===== src/rtl/mdio_phy_resp.sv =====
// mdio_phy_resp: Clause 22 MDIO management slave with a 32 x 16 register file.
// MDC is oversampled on clk, and every decode step happens on a synchronized MDC rising edge.
// Read data is launched on the bit edge and held for one full MDC period.
module mdio_phy_resp #(
    parameter logic [4:0]  PHY_ADDR = 5'h04,
    parameter int          PRE_LEN  = 32,
    parameter logic [15:0] PHY_ID1  = 16'h001C,
    parameter logic [15:0] PHY_ID2  = 16'hC916,
    parameter logic [15:0] REG0_RST = 16'h1140
) (
    input  logic        clk,
    input  logic        rst,
    input  logic        mdc,
    input  logic        mdio_i,
    output logic        mdio_o,
    output logic        mdio_oe,
    input  logic        link_up,
    output logic        wr_strobe,
    output logic [4:0]  wr_addr,
    output logic [15:0] wr_data,
    output logic        soft_rst,
    output logic        frame_err
);

    localparam logic [15:0] REG1_RST   = 16'h796D;
    localparam logic [5:0]  PRE_TARGET = 6'(PRE_LEN);

    typedef enum logic [2:0] {
        S_IDLE, S_PRE, S_ST, S_OP, S_PHYAD, S_REGAD, S_TA, S_DATA
    } state_t;

    state_t state, state_nxt;

    logic        mdc_s1, mdc_s2, mdc_s3;
    logic        mdio_s1, mdio_s2;
    logic        bit_edge, bit_in;

    logic [5:0]  pre_cnt;
    logic [3:0]  bit_cnt;
    logic        op_msb, ta_msb, is_read, addr_match;
    logic        op_valid, phy_match;
    logic [4:0]  phyad_sr, regad_sr, regad_full;
    logic [15:0] data_sr, shift_reg, rd_word;
    logic [15:0] regs [32];

    logic        commit, commit_soft;
    logic [15:0] commit_data;

    logic        mdio_o_nxt, mdio_oe_nxt;
    logic        wr_strobe_nxt, soft_rst_nxt, frame_err_nxt;
    logic [4:0]  wr_addr_nxt;
    logic [15:0] wr_data_nxt;

    function automatic logic [15:0] reset_value(input logic [4:0] idx);
        case (idx)
            5'd0:    return REG0_RST;
            5'd1:    return REG1_RST;
            5'd2:    return PHY_ID1;
            5'd3:    return PHY_ID2;
            default: return 16'h0000;
        endcase
    endfunction

    assign bit_edge    = mdc_s2 & ~mdc_s3;
    assign bit_in      = mdio_s2;
    assign regad_full  = {regad_sr[3:0], bit_in};
    assign phy_match   = (phyad_sr == PHY_ADDR);
    assign op_valid    = op_msb ^ bit_in;
    assign commit_data = {data_sr[14:0], bit_in};
    assign commit      = bit_edge && (state == S_DATA) && (bit_cnt == 4'd15)
                         && addr_match && !is_read;
    assign commit_soft = commit && (regad_sr == 5'd0) && commit_data[15];

    // Synchronizers are left out of reset so a held-high MDC does not look like a fresh edge after rst.
    always_ff @(posedge clk) begin
        mdc_s1  <= mdc;
        mdc_s2  <= mdc_s1;
        mdc_s3  <= mdc_s2;
        mdio_s1 <= mdio_i;
        mdio_s2 <= mdio_s1;
    end

    // State register: advances only on synchronized MDC rising edges.
    always_ff @(posedge clk) begin
        if (rst)
            state <= S_IDLE;
        else if (bit_edge)
            state <= state_nxt;
    end

    // Next-state decode of the Clause 22 frame fields.
    always_comb begin
        state_nxt = state;
        case (state)
            S_IDLE:  if (bit_in && (pre_cnt >= PRE_TARGET - 6'd1)) state_nxt = S_PRE;
            S_PRE:   if (!bit_in) state_nxt = S_ST;
            S_ST:    state_nxt = bit_in ? S_OP : S_IDLE;
            S_OP:    if (bit_cnt == 4'd1) state_nxt = op_valid ? S_PHYAD : S_IDLE;
            S_PHYAD: if (bit_cnt == 4'd4) state_nxt = S_REGAD;
            S_REGAD: if (bit_cnt == 4'd4) state_nxt = S_TA;
            S_TA:    if (bit_cnt == 4'd1) state_nxt = S_DATA;
            S_DATA:  if (bit_cnt == 4'd15) state_nxt = S_IDLE;
            default: state_nxt = S_IDLE;
        endcase
    end

    // Field capture, preamble counting and read shift register; the counter only survives in IDLE.
    always_ff @(posedge clk) begin
        if (rst) begin
            pre_cnt    <= 6'd0;
            bit_cnt    <= 4'd0;
            op_msb     <= 1'b0;
            ta_msb     <= 1'b0;
            is_read    <= 1'b0;
            addr_match <= 1'b0;
            phyad_sr   <= 5'd0;
            regad_sr   <= 5'd0;
            data_sr    <= 16'd0;
            shift_reg  <= 16'd0;
        end else if (bit_edge) begin
            bit_cnt <= (state_nxt != state) ? 4'd0 : bit_cnt + 4'd1;
            if (state == S_IDLE)
                pre_cnt <= bit_in ? ((pre_cnt == PRE_TARGET) ? pre_cnt : pre_cnt + 6'd1) : 6'd0;
            else
                pre_cnt <= 6'd0;
            case (state)
                S_OP: begin
                    if (bit_cnt == 4'd0)
                        op_msb <= bit_in;
                    else
                        is_read <= op_msb & ~bit_in;
                end
                S_PHYAD: phyad_sr <= {phyad_sr[3:0], bit_in};
                S_REGAD: begin
                    regad_sr <= regad_full;
                    if (bit_cnt == 4'd4) begin
                        addr_match <= phy_match;
                        shift_reg  <= rd_word;
                    end
                end
                S_TA: begin
                    if (bit_cnt == 4'd0)
                        ta_msb <= bit_in;
                    else if (is_read)
                        shift_reg <= {shift_reg[14:0], 1'b0};
                end
                S_DATA: begin
                    data_sr <= {data_sr[14:0], bit_in};
                    if (is_read)
                        shift_reg <= {shift_reg[14:0], 1'b0};
                end
                default: ;
            endcase
        end
    end

    // Read mux; register 1 bit 2 always reflects live link status.
    always_comb begin
        rd_word = regs[regad_full];
        if (regad_full == 5'd1)
            rd_word[2] = link_up;
    end

    // Register file: soft reset restores every register, and registers 1-3 ignore writes.
    always_ff @(posedge clk) begin
        if (rst || commit_soft) begin
            for (int i = 0; i < 32; i++)
                regs[i] <= reset_value(5'(i));
        end else if (commit && ((regad_sr == 5'd0) || (regad_sr > 5'd3))) begin
            regs[regad_sr] <= commit_data;
        end
    end

    // Output decode: MDIO drive sequencing, write commit and error pulses.
    always_comb begin
        mdio_o_nxt    = mdio_o;
        mdio_oe_nxt   = mdio_oe;
        wr_strobe_nxt = 1'b0;
        soft_rst_nxt  = 1'b0;
        frame_err_nxt = 1'b0;
        wr_addr_nxt   = wr_addr;
        wr_data_nxt   = wr_data;
        if (bit_edge) begin
            case (state)
                S_ST: if (!bit_in) frame_err_nxt = 1'b1;
                S_OP: if ((bit_cnt == 4'd1) && !op_valid) frame_err_nxt = 1'b1;
                S_TA: begin
                    if (addr_match) begin
                        if (is_read) begin
                            if (bit_cnt == 4'd0) begin
                                mdio_oe_nxt = 1'b1;
                                mdio_o_nxt  = 1'b0;
                            end else begin
                                mdio_o_nxt = shift_reg[15];
                            end
                        end else if ((bit_cnt == 4'd1) && ({ta_msb, bit_in} != 2'b10)) begin
                            frame_err_nxt = 1'b1;
                        end
                    end
                end
                S_DATA: begin
                    if (addr_match && is_read) begin
                        if (bit_cnt == 4'd15) begin
                            mdio_oe_nxt = 1'b0;
                            mdio_o_nxt  = 1'b0;
                        end else begin
                            mdio_o_nxt = shift_reg[15];
                        end
                    end
                    if (commit) begin
                        wr_strobe_nxt = 1'b1;
                        wr_addr_nxt   = regad_sr;
                        wr_data_nxt   = commit_data;
                        soft_rst_nxt  = commit_soft;
                    end
                end
                default: ;
            endcase
            if ((state_nxt == S_IDLE) || (state_nxt == S_PRE)) begin
                mdio_oe_nxt = 1'b0;
                mdio_o_nxt  = 1'b0;
            end
        end
    end

    // Registered outputs so the MDIO pad and strobes are glitch-free.
    always_ff @(posedge clk) begin
        if (rst) begin
            mdio_o    <= 1'b0;
            mdio_oe   <= 1'b0;
            wr_strobe <= 1'b0;
            wr_addr   <= 5'd0;
            wr_data   <= 16'd0;
            soft_rst  <= 1'b0;
            frame_err <= 1'b0;
        end else begin
            mdio_o    <= mdio_o_nxt;
            mdio_oe   <= mdio_oe_nxt;
            wr_strobe <= wr_strobe_nxt;
            wr_addr   <= wr_addr_nxt;
            wr_data   <= wr_data_nxt;
            soft_rst  <= soft_rst_nxt;
            frame_err <= frame_err_nxt;
        end
    end

endmodule


===== config.mk =====
export PLATFORM = sky130hd
export DESIGN_NAME = mdio_phy_resp
export DESIGN_NICKNAME = d
export VERILOG_FILES = /design/src/rtl/mdio_phy_resp.sv
export SDC_FILE = /design/constraint.sdc
export NUM_CORES = 1
export LEC_CHECK = 0
export ABC_AREA = 1
export BUFFER_PORTS_ARGS = -buffer_cell sky130_fd_sc_hd__buf_2
export CORE_ASPECT_RATIO = 0.75
export CORE_UTILIZATION = 53
export DETAILED_ROUTE_END_ITERATION = 16
export GPL_TIMING_DRIVEN = 0
export PLACE_DENSITY = 0.71
export SYNTH_ARGS = -nofsm -noshare
export SYNTH_HDL_FRONTEND = slang
export SYNTH_SLANG_ARGS = --single-unit

===== constraint.sdc =====
create_clock -name clk -period 3.1 [get_ports clk]
set_clock_uncertainty 0.05 [all_clocks]
set_input_delay 0.62 -clock clk [delete_from_list [all_inputs] [get_ports clk]]
set_output_delay 0.62 -clock clk [all_outputs]
set_load 0.005 [all_outputs]

==> flow_metrics.py <==
metrics = {
    "power_and_ir_drop": {
        "power_frac_seq_pct": 53.6,
        "internal-power_mw": 13.1,
        "p_leak_nw": 12.2,
        "swShare_pct": 23.7,
        "cellPowerDensity_nw_per_um2": 554,
        "ir_worst_vdd_uv": 438,
        "netSwitchingPower_mw": 4.07,
        "p_clk_share_pct": 40.2,
        "pwr-share-comb_pct": 6.1,
    },
    "cts": {
        "cts_tree": "yes",
        "cts-htree-levels": 2,
        "cts.clk_slew.worst_paths_ns": 0.06,
        "holdBufCountCts": 0,
        "cts_buffers": 58,
        "clock_latency_ns": 0.64,
        "clock_sinks": 600,
        "cts_root_buffer": "clkbuf_16",
        "clockBufferDepth": 3,
    },
    "timing": {
        "tightest_slew_ns": 1.51,
        "rsz0062_at_grt": "no",
        "timing.final.ws_setup_ns": 0.0130,
        "period_minus_slack_ns": 3.09,
        "finalHoldViolations": 0,
        "max_freq_ghz": 0.324,
        "slew_headroom_pct": -0.763,
        "finalSetupViolations": 0,
        "slew_viol_final": 11,
        "min_period_over_period_pct": 99.6,
    },
    "drt": {
        "drt_wl_total_um": 95000,
        "wire_per_inst_um": 24.0,
        "post-route-drc-count": 0,
        "vias": 22700,
        "via_per_inst": 5.74,
        "antenna_left": 0,
        "drt-pass1-iter-count": 6,
        "drt_iter0_markers": 3410,
    },
    "synthesis": {
        "ys_warn_count": 0,
        "avgSynthCellArea_um2": 8.87,
        "yosysSeqAreaShare_pct": 62.3,
        "synth-main-ff-cell": "edfxtp_1",
        "synth_cells": 3098,
        "synth_compound_area_share_pct": 3.00,
        "async_reset_ff_share_pct": 0,
        "synth_seq_cells": 600,
        "synth_top_family_by_area": "simple AND/OR/NAND/NOR gates",
        "yosysUniqueCellTypes": 38,
        "synth.mux.area_fraction_pct": 0,
        "yosys.area_share.xor_xnor_pct": 0.128,
        "synth_edf_count": 511,
        "netlist_area_um2": 27500,
        "synth-adder-area-share_pct": 0.273,
        "synth_simple_gate_area_share_pct": 29.3,
    },
    "cells_and_area": {
        "largest_register_ffs": 511,
        "drive_gt1_share_pct": 8.18,
        "finish.utilization_pct": 61.2,
        "final_common_cell": "nand2_1",
        "layout_common_cells": "1126 x nand2_1, 546 x nor2_1, 511 x edfxtp_1",
        "syn2layout_area_growth_pct": 12.7,
        "fin_nets": 3263,
    },
    "worst_setup_path": {
        "crit_family": "buffers and inverters",
        "end_kind": "register",
        "critPathRequiredTime_ns": 3.60,
        "reg2reg_depth": 10,
        "cpMostUsedCell": "nand2_1",
        "r2r-end": "shift_reg[15]$_SDFFE_PP0P_",
        "reg2reg_slack_ns": 0.01,
        "crit_type": "register to register",
        "arrival_ns": 3.58,
        "crit_path_start_kind": "register",
        "critPathBufInv": 2,
        "crit_chain": "clkbuf_2 -> clkbuf_1 -> nand2_1 -> nand2_1 -> nor2_1 -> nor2_1 -> nand2_1 -> nand3_1 -> nand2_1 -> a21oi_1",
        "slowest_delay_ns": 0.73,
        "critPathSlowestCell": "clkbuf_1",
        "cp_max_fo": 10,
        "reg2reg_from": "bit_in$_DFF_P_",
    },
    "global_route": {
        "grt_pass1_wl_um": 136000,
        "grt_usage_pct": 36.2,
        "grt_max_degree": 20,
        "antenna_found_initial": 4,
        "grt_overflow": 0,
        "grt_pass1_vias": 20800,
    },
    "die": {
        "core_um2": 50600,
        "die_area_um2": 52800,
        "die_x_um": 265,
        "die_y_um": 199,
        "start_util_pct": 54.3,
        "ios": 31,
        "rows": 71,
    },
    "placed_design": {
        "place_congestion": 1.04,
        "dp_slack_ns": -2.00,
        "port_buffers": 29,
        "hpwl_um": 67700,
    },
    "run_status": {
        "violations": "capacitance limit, slew limit",
        "outcome": "finished with violations",
    },
    "min_path": {
        "min_from": "mdio_i",
        "hp-class": "input pin to register",
        "hold_path_end": "mdio_s1$_DFF_P_",
        "hold_depth": 1,
    },
    "flow_run": {
        "drv_cap": 3,
    },
}
[metal layers]
| layer | share of wire [%] | up-vias | global-route usage [%] |
|---|---|---|---|
| met2 | 42 | 1352 | 52.8 |
| met1 | 40 | 10900 | 50.3 |
| met5 | 0.081 | - | 0 |
| li1 | - | 10300 | - |
| met3 | 14 | 225 | 11.7 |
| met4 | 4.0 | 4 | 14.1 |
[cells in the mapped netlist, types with 6 or more instances]
cell type	instances	area, µm²
nand3_1	217	1090
inv_1	124	465
o21ai_0	75	375
nor2_1	550	2060
nand4_4	9	191
buf_1	23	86.3
nand2_1	1158	4350
nor3_1	6	30.0
nand4_2	6	75.1
a21oi_1	73	365
edfxtp_1	511	15300
nor2_2	11	68.8
ha_1	6	75.1
buf_2	23	115
clkbuf_1	166	623
nand4_1	12	75.1
dfxtp_1	89	1780
[cell families after synthesis]
kind of cell	after synthesis
AOI/OAI and AO/OA	157
xor gates and xnor gates	4
adders and majority gates	6
buffers and inverters	347
DFF	600
other	2
and+or+nand+nor	1982
[metrics by stage]
step                cell area (µm²)  total power [mW]  cells  hold WS (ns)  setup TNS (ns)
floorplan                     27600              9.94   3144         0.260               0
global placement              28600              10.3   3830         0.261         -805.80
detailed placement            28600              10.3   3830         0.262         -837.73
CTS                           30900              17.1   3961        0.0112          -0.205
global route                  31000              17.6   3959        0.0293               0
finish                        31000              17.2   3960        0.0248               0
[power by group through the flow]
stage / Sequential [mW] / Combinational [mW] / Clock [mW]
after global routing: 9.23 / 1.14 / 7.21
after CTS: 9.20 / 1.01 / 6.89
after floorplan: 9.33 / 0.604 / 0
final: 9.20 / 1.05 / 6.90
after global placement: 9.36 / 0.944 / 0
after detailed placement: 9.37 / 0.960 / 0
[cell type report]
class | count | area, µm²
antenna | 1 | 2.50
buffer | 211 | 911
clock buffer | 89 | 1690
clock inverter | 21 | 123
fill | 4357 | 19700
inverter | 130 | 488
multi-input combinational | 2197 | 9430
sequential | 600 | 17100
tap | 657 | 822
timing repair buffer | 54 | 370
[worst max path at each step]
stage | startpoint | to | slack (ns) | depth (start not counted)
global route | bit_in$_DFF_P_ | shift_reg[11]$_SDFFE_PP0P_ | 0.005 | 12
finish | bit_in$_DFF_P_ | shift_reg[15]$_SDFFE_PP0P_ | 0.01 | 10
detailed placement | mdc_s2$_DFF_P_ | regs[20][8]$_SDFFCE_PN0P_ | -2.00 | 11
floorplan | bit_cnt[0]$_SDFFE_PP0N_ | regs[10][0]$_SDFFCE_PN0P_ | 0.13 | 10
global placement | mdc_s2$_DFF_P_ | regs[20][15]$_SDFFCE_PN0P_ | -2.00 | 11
CTS | state[1]$_SDFFE_PP0N_ | regs[28][14]$_SDFFCE_PN0P_ | -0.02 | 10
[what timing repair did]
item                                   in CTS  in global routing
setup buffers                              23                  2
pin swaps                                  11                  2
endpoints found under the hold margin       0                  0
setup endpoints to repair                 618                439
resized for setup                          76                 42
Note: power is estimated with default switching activity, not from simulation.
